**src/rtl/ce_gen_multi_if.sv**
```systemverilog
// Control/status bundle for ce_gen_multi: increment writes, ch0 speed/pause/step
// controls, and the per-channel clock-enable outputs.
interface ce_gen_multi_if #(
  parameter int NUM_CH = 4,
  parameter int ACC_W  = 24,
  parameter int CH_W   = (NUM_CH > 1) ? $clog2(NUM_CH) : 1
);
  logic              wr_en;
  logic [CH_W-1:0]   wr_ch;
  logic [ACC_W-1:0]  wr_inc;
  logic [1:0]        speed_sel;
  logic              pause;
  logic              step;
  logic              acc_clr;
  logic [NUM_CH-1:0] ce;
  logic [1:0]        speed_act;

  // Controller side: drives controls, observes enables.
  modport master (
    output wr_en, wr_ch, wr_inc, speed_sel, pause, step, acc_clr,
    input  ce, speed_act
  );

  // Generator side: consumes controls, produces enables.
  modport slave (
    input  wr_en, wr_ch, wr_inc, speed_sel, pause, step, acc_clr,
    output ce, speed_act
  );
endinterface

```
**src/rtl/ce_gen_multi.sv**
```systemverilog
// Multi-channel clock-enable generator. Each channel is a fractional phase
// accumulator; its carry out becomes a registered 1-cycle ce pulse.
// Channel 0 has a 1x/2x/4x/8x speed multiplier that only switches on a pulse
// boundary, plus pause/single-step control. Single clock domain, no gating.
module ce_gen_multi #(
  parameter int                      NUM_CH     = 4,
  parameter int                      ACC_W      = 24,
  parameter logic [NUM_CH*ACC_W-1:0] DEF_INC    = ((NUM_CH*ACC_W)'(17) << ACC_W)
                                                | (NUM_CH*ACC_W)'(1398),
  parameter logic [NUM_CH-1:0]       PAUSE_MASK = NUM_CH'(4'b0011)
) (
  input  logic           clk,
  input  logic           reset,
  ce_gen_multi_if.slave  bus
);

  // Three spare bits hold the worst-case 8x shift before saturation.
  localparam int SHL_W = ACC_W + 3;

  logic [ACC_W-1:0]  r_acc [NUM_CH];
  logic [ACC_W-1:0]  r_inc [NUM_CH];
  logic [NUM_CH-1:0] r_ce;
  logic [1:0]        r_speed_act;
  logic              r_step_q;

  logic [SHL_W-1:0]  w_inc0_shl;
  logic [ACC_W-1:0]  w_eff_inc [NUM_CH];
  logic [ACC_W:0]    w_sum     [NUM_CH];
  logic [NUM_CH-1:0] w_run;
  logic              w_step_pulse;
  logic              w_ch0_carry;
  logic              w_speed_upd;
  logic              w_wr_ok;

  // Effective increments, accumulator sums and per-channel run enables.
  always_comb begin
    w_inc0_shl = {3'b000, r_inc[0]} << r_speed_act;
    for (int unsigned i = 0; i < NUM_CH; i++) begin
      w_eff_inc[i] = r_inc[i];
      w_run[i]     = ~(bus.pause & PAUSE_MASK[i]);
    end
    // ch0 saturates instead of wrapping when the multiplied increment overflows.
    w_eff_inc[0] = (|w_inc0_shl[SHL_W-1:ACC_W]) ? '1 : w_inc0_shl[ACC_W-1:0];
    for (int unsigned i = 0; i < NUM_CH; i++) begin
      w_sum[i] = {1'b0, r_acc[i]} + {1'b0, w_eff_inc[i]};
    end
  end

  // Step edge, ch0 boundary detection and write qualification.
  always_comb begin
    w_step_pulse = bus.step & ~r_step_q & bus.pause;
    w_ch0_carry  = w_sum[0][ACC_W] & w_run[0] & ~bus.acc_clr;
    // A stopped or frozen ch0 has no boundary to wait for, so switch at once.
    w_speed_upd  = w_ch0_carry | (r_inc[0] == '0) | ~w_run[0];
    w_wr_ok      = bus.wr_en & (32'(bus.wr_ch) < 32'(NUM_CH));
  end

  // Accumulators, registered enables, increments, speed and step history.
  always_ff @(posedge clk) begin
    if (reset) begin
      for (int unsigned i = 0; i < NUM_CH; i++) begin
        r_acc[i] <= '0;
        r_inc[i] <= DEF_INC[i*ACC_W +: ACC_W];
      end
      r_ce        <= '0;
      r_speed_act <= '0;
      r_step_q    <= 1'b0;
    end else begin
      r_step_q <= bus.step;
      if (w_speed_upd) begin
        r_speed_act <= bus.speed_sel;
      end
      for (int unsigned i = 0; i < NUM_CH; i++) begin
        if (bus.acc_clr) begin
          r_acc[i] <= '0;
          r_ce[i]  <= 1'b0;
        end else if (w_run[i]) begin
          r_acc[i] <= w_sum[i][ACC_W-1:0];
          r_ce[i]  <= w_sum[i][ACC_W];
        end else begin
          r_ce[i]  <= 1'b0;
        end
      end
      // A step edge still fires through acc_clr; acc[0] is left alone.
      if (w_step_pulse) begin
        r_ce[0] <= 1'b1;
      end
      // The old increment has already been used for this cycle's add.
      if (w_wr_ok) begin
        r_inc[bus.wr_ch] <= bus.wr_inc;
      end
    end
  end

  assign bus.ce        = r_ce;
  assign bus.speed_act = r_speed_act;

endmodule

```
**src/flat_wrapper.sv**
```systemverilog
// flat-port wrapper written by rule: the top's interface ports become plain ports
module ce_gen_multi_flat 
#(
  parameter int                      NUM_CH     = 4,
  parameter int                      ACC_W      = 24,
  parameter logic [NUM_CH*ACC_W-1:0] DEF_INC    = ((NUM_CH*ACC_W)'(17) << ACC_W)
                                                | (NUM_CH*ACC_W)'(1398),
  parameter logic [NUM_CH-1:0]       PAUSE_MASK = NUM_CH'(4'b0011)
)
  (clk, reset, bus_wr_en, bus_wr_ch, bus_wr_inc, bus_speed_sel, bus_pause, bus_step, bus_acc_clr, bus_ce, bus_speed_act);
  ce_gen_multi_if #(.NUM_CH(NUM_CH), .ACC_W(ACC_W)) bus_i ();
  input  logic clk;
  input  logic reset;
  input wire logic [$bits(bus_i.wr_en)-1:0] bus_wr_en;
  input wire logic [$bits(bus_i.wr_ch)-1:0] bus_wr_ch;
  input wire logic [$bits(bus_i.wr_inc)-1:0] bus_wr_inc;
  input wire logic [$bits(bus_i.speed_sel)-1:0] bus_speed_sel;
  input wire logic [$bits(bus_i.pause)-1:0] bus_pause;
  input wire logic [$bits(bus_i.step)-1:0] bus_step;
  input wire logic [$bits(bus_i.acc_clr)-1:0] bus_acc_clr;
  output wire logic [$bits(bus_i.ce)-1:0] bus_ce;
  output wire logic [$bits(bus_i.speed_act)-1:0] bus_speed_act;
  assign bus_i.wr_en = bus_wr_en;
  assign bus_i.wr_ch = bus_wr_ch;
  assign bus_i.wr_inc = bus_wr_inc;
  assign bus_i.speed_sel = bus_speed_sel;
  assign bus_i.pause = bus_pause;
  assign bus_i.step = bus_step;
  assign bus_i.acc_clr = bus_acc_clr;
  assign bus_ce = bus_i.ce;
  assign bus_speed_act = bus_i.speed_act;
  ce_gen_multi #(.NUM_CH(NUM_CH), .ACC_W(ACC_W), .DEF_INC(DEF_INC), .PAUSE_MASK(PAUSE_MASK)) u_core (.clk(clk), .reset(reset), .bus(bus_i));
endmodule
```
**config.mk**
```make
export PLATFORM = sky130hd
export DESIGN_NAME = ce_gen_multi_flat
export DESIGN_NICKNAME = d
export VERILOG_FILES = /design/src/rtl/ce_gen_multi_if.sv /design/src/rtl/ce_gen_multi.sv /design/src/flat_wrapper.sv
export SDC_FILE = /design/constraint.sdc
export NUM_CORES = 1
export LEC_CHECK = 0
export CAP_MARGIN = 30
export CORE_AREA = 4 4 174 176
export DETAILED_ROUTE_END_ITERATION = 6
export DIE_AREA = 0 0 178 180
export DONT_BUFFER_PORTS = 1
export PLACE_DENSITY_LB_ADDON = 0.15
export SYNTH_ARGS = -nofsm -noshare
export SYNTH_HDL_FRONTEND = slang
export SYNTH_SLANG_ARGS = --single-unit
```
**constraint.sdc**
```tcl
create_clock -name clk -period 8.95 [get_ports clk]
set_clock_uncertainty 0.05 [all_clocks]
set_input_delay 1.79 -clock clk [delete_from_list [all_inputs] [get_ports clk]]
set_output_delay 1.79 -clock clk [all_outputs]
set_load 0.05 [all_outputs]
```
Word-level counts from Yosys, hierarchy flattened
Memories as Yosys holds them, arrays and structs flattened.
Index checks and enable logic that the tools add are counted.
- flip-flop bits (word level): 7
- memory bits (writable): 192
- input port bits: 34
- word-level logic and storage cells: 64
- memories kept: 2
- memory list (memory ; words ; width ; rd ports ; clocked after memory_dff ; wr ports ; line ; text):
    u_core.r_acc ; 4 ; 24 ; 4 ; 0 ; 4 ; ce_gen_multi.sv:20 ; logic [ACC_W-1:0] r_acc [NUM_CH];
    u_core.r_inc ; 4 ; 24 ; 4 ; 0 ; 4 ; ce_gen_multi.sv:21 ; logic [ACC_W-1:0] r_inc [NUM_CH];
- add/subtract/negate cells: 4
- shifts and indexed selects: 1
- mux-type cells: 30
- bitwise operators: 17
- reductions and logical operators: 5
- operators with widths (operator ; count):
    2-to-1 mux 24 bit ; 10
    adder 24 x 24 -> 25 bit ; 4
    << shifter 24 x 2 -> 27 bit ; 1
    zero test 24 bit ; 1
    OR reduction 24 bit ; 1
    2-to-1 mux 1 bit ; 19
    OR 1 bit ; 10
    OR reduction 3 bit ; 2
    bitwise AND 1 bit ; 4
    inverter 1 bit ; 3
    2-to-1 mux 2 bit ; 1
    OR reduction 2 bit ; 1

Depth between registers and ports, before layout
An unclocked memory read counts as a cell.
- word-level depth: 9
- gate-level depth with buffers: 15

Worst setup path after synthesis
OpenSTA, ideal clock, no wires.
- path type: register -> register
- start: reg u_core.r_speed_act[1] (netlist: u_core.bus.speed_act[1])
- end: mem u_core.r_acc[0][22] (data pin)
- arrival: 3586 ps
- data required time: 8637 ps
- slack: 5050 ps
- cell stages (with the launch flop): 15
- buffers on the path: 3
- period minus slack after synthesis: 3900 ps
- cells stage by stage: dfxtp_1 > clkbuf_1 > clkbuf_1 > clkbuf_1 > o21ai_0 > ha_1 > inv_1 > fa_1 > nor2b_4 > o31a_1 > o31a_1 > o2111ai_1 > a21oi_1 > a221oi_2 > mux2i_1
- RTL lines (element ; line ; text):
    start: declaration ; ce_gen_multi.sv:23 ; logic [1:0] r_speed_act;
    start signal: assignment ; ce_gen_multi.sv:71 ; r_speed_act <= bus.speed_sel;
    end: declaration ; ce_gen_multi.sv:20 ;

==> results.yml <==
status:
  status: "finished, final reports clean"
die:
  initial_core_util: 0.445
  die_height_um: 180
  die-area_um2: 32000
  io-pin-count: 40
  coreArea_um2: 28600
  die_x_um: 178
  rows: 62
yosys:
  yosysWarnings: 0
  yosysMostFrequentCell: "edfxtp_1"
  synth_cell_types: 69
  synth_cells: 1196
  yosys.area.top_type: "edfxtp_1"
  async_reset_ff_frac: 0
  synth_edf_count: 192
  syn-cell-area_um2: 12700
  synth.area.top_cells: "edfxtp_1 45%, ha_1 9.4%, and2_1 4.7%"
  yosysTopAreaCellShare: 0.452
  synth-seq-area-share: 0.463
  yosys_most_used_dff: "edfxtp_1"
  synth.avg_cell_area_um2: 10.7
  ys_ff_latch: 199
  netlist_top_cells_count: "192 x edfxtp_1, 96 x ha_1, 95 x and2_1, 95 x nor2_1, 72 x a21oi_1"
placed_design:
  pre_cts_ws_ns: 5.05
  io_buffers: 0
  place.gp.congestion: 0.837
  dp_hpwl_mm: 21.2
  post_dp_cell_area_um2: 13400
route:
  routedWlPerCell_um: 18.4
  routed_wl_mm: 29.9
  drtPass1Iterations: 5
  vias: 8997
  ant_nets: 0
  dr.first_iter.drc_count: 644
  routed_via_density: 5.53
  drc_errors: 0
critical_path:
  cp_top_family: "compound AO/OA/AOI/OAI gates"
  reg2reg_setup_slack_ns: 4.99
  endpoint_kind: "flip-flop"
  crit_path_top_delay_cell: "fa_1"
  crit_type: "flip-flop to flip-flop"
  r2r_start: "u_core.bus.speed_act[1]"
  critPathMaxStageDelay_ns: 0.45
  start_kind: "flip-flop"
  cp_data_required_time_ns: 9.08
  reg2reg_depth: 16
  cp_num_buf_inv: 4
  crit_fanout: 29
  cp_cell_sequence: "buf_4 > inv_1 > nor2_1 > a21oi_1 > buf_4 > o21ai_0 > ha_1 > inv_1 > fa_1 > nor2b_4 > o31a_1 > o31a_1 > o2111ai_1 > a211oi_1 > o21ai_0 > nor3b_1"
  r2r_end: "u_core.r_acc[0][20]"
  cp.arrival_ns: 4.09
sta:
  grt_setup_unrepaired: "no"
  relSlewSlack: 0.409
  setup_violations: 0
  post-route-period-util: 0.442
  tns_ns: 0
  tightest_slew_ns: 0.882
  drv_slew: 0
  final_hold_viol_count: 0
  layout_setup_ws_ns: 4.99
  fin_crit_ns: 3.96
  fmax_ghz: 0.253
hold_path:
  min_from: "u_core.bus.speed_act[1]"
  whs_endpoint: "u_core.bus.speed_act[1]"
  hp-class: "flip-flop to flip-flop"
  hold_depth: 2
clock_tree:
  clock_latency_ns: 0.45
  cts_resized: 0
  h-tree-depth: 4
  holdBufCountCts: 0
  cts_buffer_depth: 2
  root_buffer: "clkbuf_16"
  tritoncts: "built"
  post_cts_buffers: 0
  clk_pin_slew_worst_paths_ns: 0.08
  cts.sinks: 199
  numCtsBuffers: 17
finish:
  final_layout_size_suffix_gt1_frac: 0.0685
  seq_area_um2: 5910
  multi_input_area_um2: 6760
  design_area_um2: 13900
  n_fill_cell: 2622
  fin_nets: 1362
  syn_to_final_growth_pct: 9.21
pwr:
  power_leakage_uw: 0.00566
  power_per_cell_area_nw_per_um2: 186
  ir_worst_vdd_v: 0.000176
global_route:
  grt_pass1_vias: 9098
  grt_usage: 0.193
  grt_max_degree: 49
  grt_pass1_wl_mm: 48.5
  grt.overflow.total: 0
  antenna_found_initial: 1
job:
  cap_violations: 0
[state kept, by name, summed over array words and instances, names as in the netlist]
register              flops
u_core.bus.ce             4
u_core.r_step_q           1
u_core.r_acc             96
u_core.r_inc             96
u_core.bus.speed_act      2
[cells in the final DEF (no fill, tap or decap), drive strengths merged, types with 9 or more instances in the layout]
cell type,n
mux2i,19
o21ai,67
mux4,12
nor3,42
a21oi,72
o21bai,9
xnor2,26
nand2b,41
buf,10
xor2,23
nor2b,18
or2,11
a211oi,22
ha,96
o21a,19
edfxtp,192
conb,48
nand3,16
and2,95
nand4,13
nand2,62
clkbuf,20
inv,30
nor2,95
a21o,54
and3,12
[layout make-up]
class                      instances  share of cell area
multi-input combinational        971               0.486
sequential                       199               0.424
tap                              384              0.0345
clock buffer                      20              0.0314
clock inverter                    11             0.00908
inverter                          29             0.00782
timing repair buffer              10             0.00683
antenna                            2            0.000360
[stage by stage]
stage                     utilization  instances  total power (µW)  hold slack (ns)
after floorplan                     -       1243              1690            0.431
after global placement          0.465       1592              1820            0.417
after detailed placement        0.466       1593              1830            0.422
after CTS                       0.486       1624              2610            0.433
after global routing            0.486       1624              2740            0.458
final                           0.486       1626              2590            0.437
[report_power, final]
part / switching (µW) / internal (µW) / leakage [µW]
clock network: 366 / 412 / 0.000266
logic: 386 / 284 / 0.00335
registers: 40.6 / 1100 / 0.00204
[layer usage]
layer / wire (µm) / GRT usage
met2: 14000 / 0.309
met5: 0 / 0
met4: 533 / 0.0572
met3: 1350 / 0.0403
met1: 14000 / 0.264
[worst max path at each step]
stage                     depth (start not counted)             endpoint                     from
after global routing                             16  u_core.r_acc[0][22]  u_core.bus.speed_act[1]
after detailed placement                         16  u_core.r_acc[0][20]  u_core.bus.speed_act[1]
final                                            16  u_core.r_acc[0][20]  u_core.bus.speed_act[1]
after floorplan                                  14  u_core.r_acc[0][22]  u_core.bus.speed_act[1]
after CTS                                        16  u_core.r_acc[0][20]  u_core.bus.speed_act[1]
after global placement                           13  u_core.r_acc[0][20]  u_core.bus.speed_act[0]
[cell families after synthesis]
logic type / synth area share
compound gates: 0.165
xor+xnor: 0.0337
fa+ha+maj: 0.101
buf+inv: 0.0217
flops: 0.463
mux: 0.0388
other cells: 0.000294
simple gates: 0.177
[worst register-to-register path: stages (launching register included)]
cell and delay, ns:
dfxtp_1 0.34, buf_4 0.39, inv_1 0.23, nor2_1 0.18
a21oi_1 0.05, buf_4 0.20, o21ai_0 0.12, ha_1 0.23
inv_1 0.07, fa_1 0.45, nor2b_4 0.15, o31a_1 0.24
o31a_1 0.22, o2111ai_1 0.20, a211oi_1 0.30, o21ai_0 0.13
nor3b_1 0.15
(Power assumes the default switching activity.)
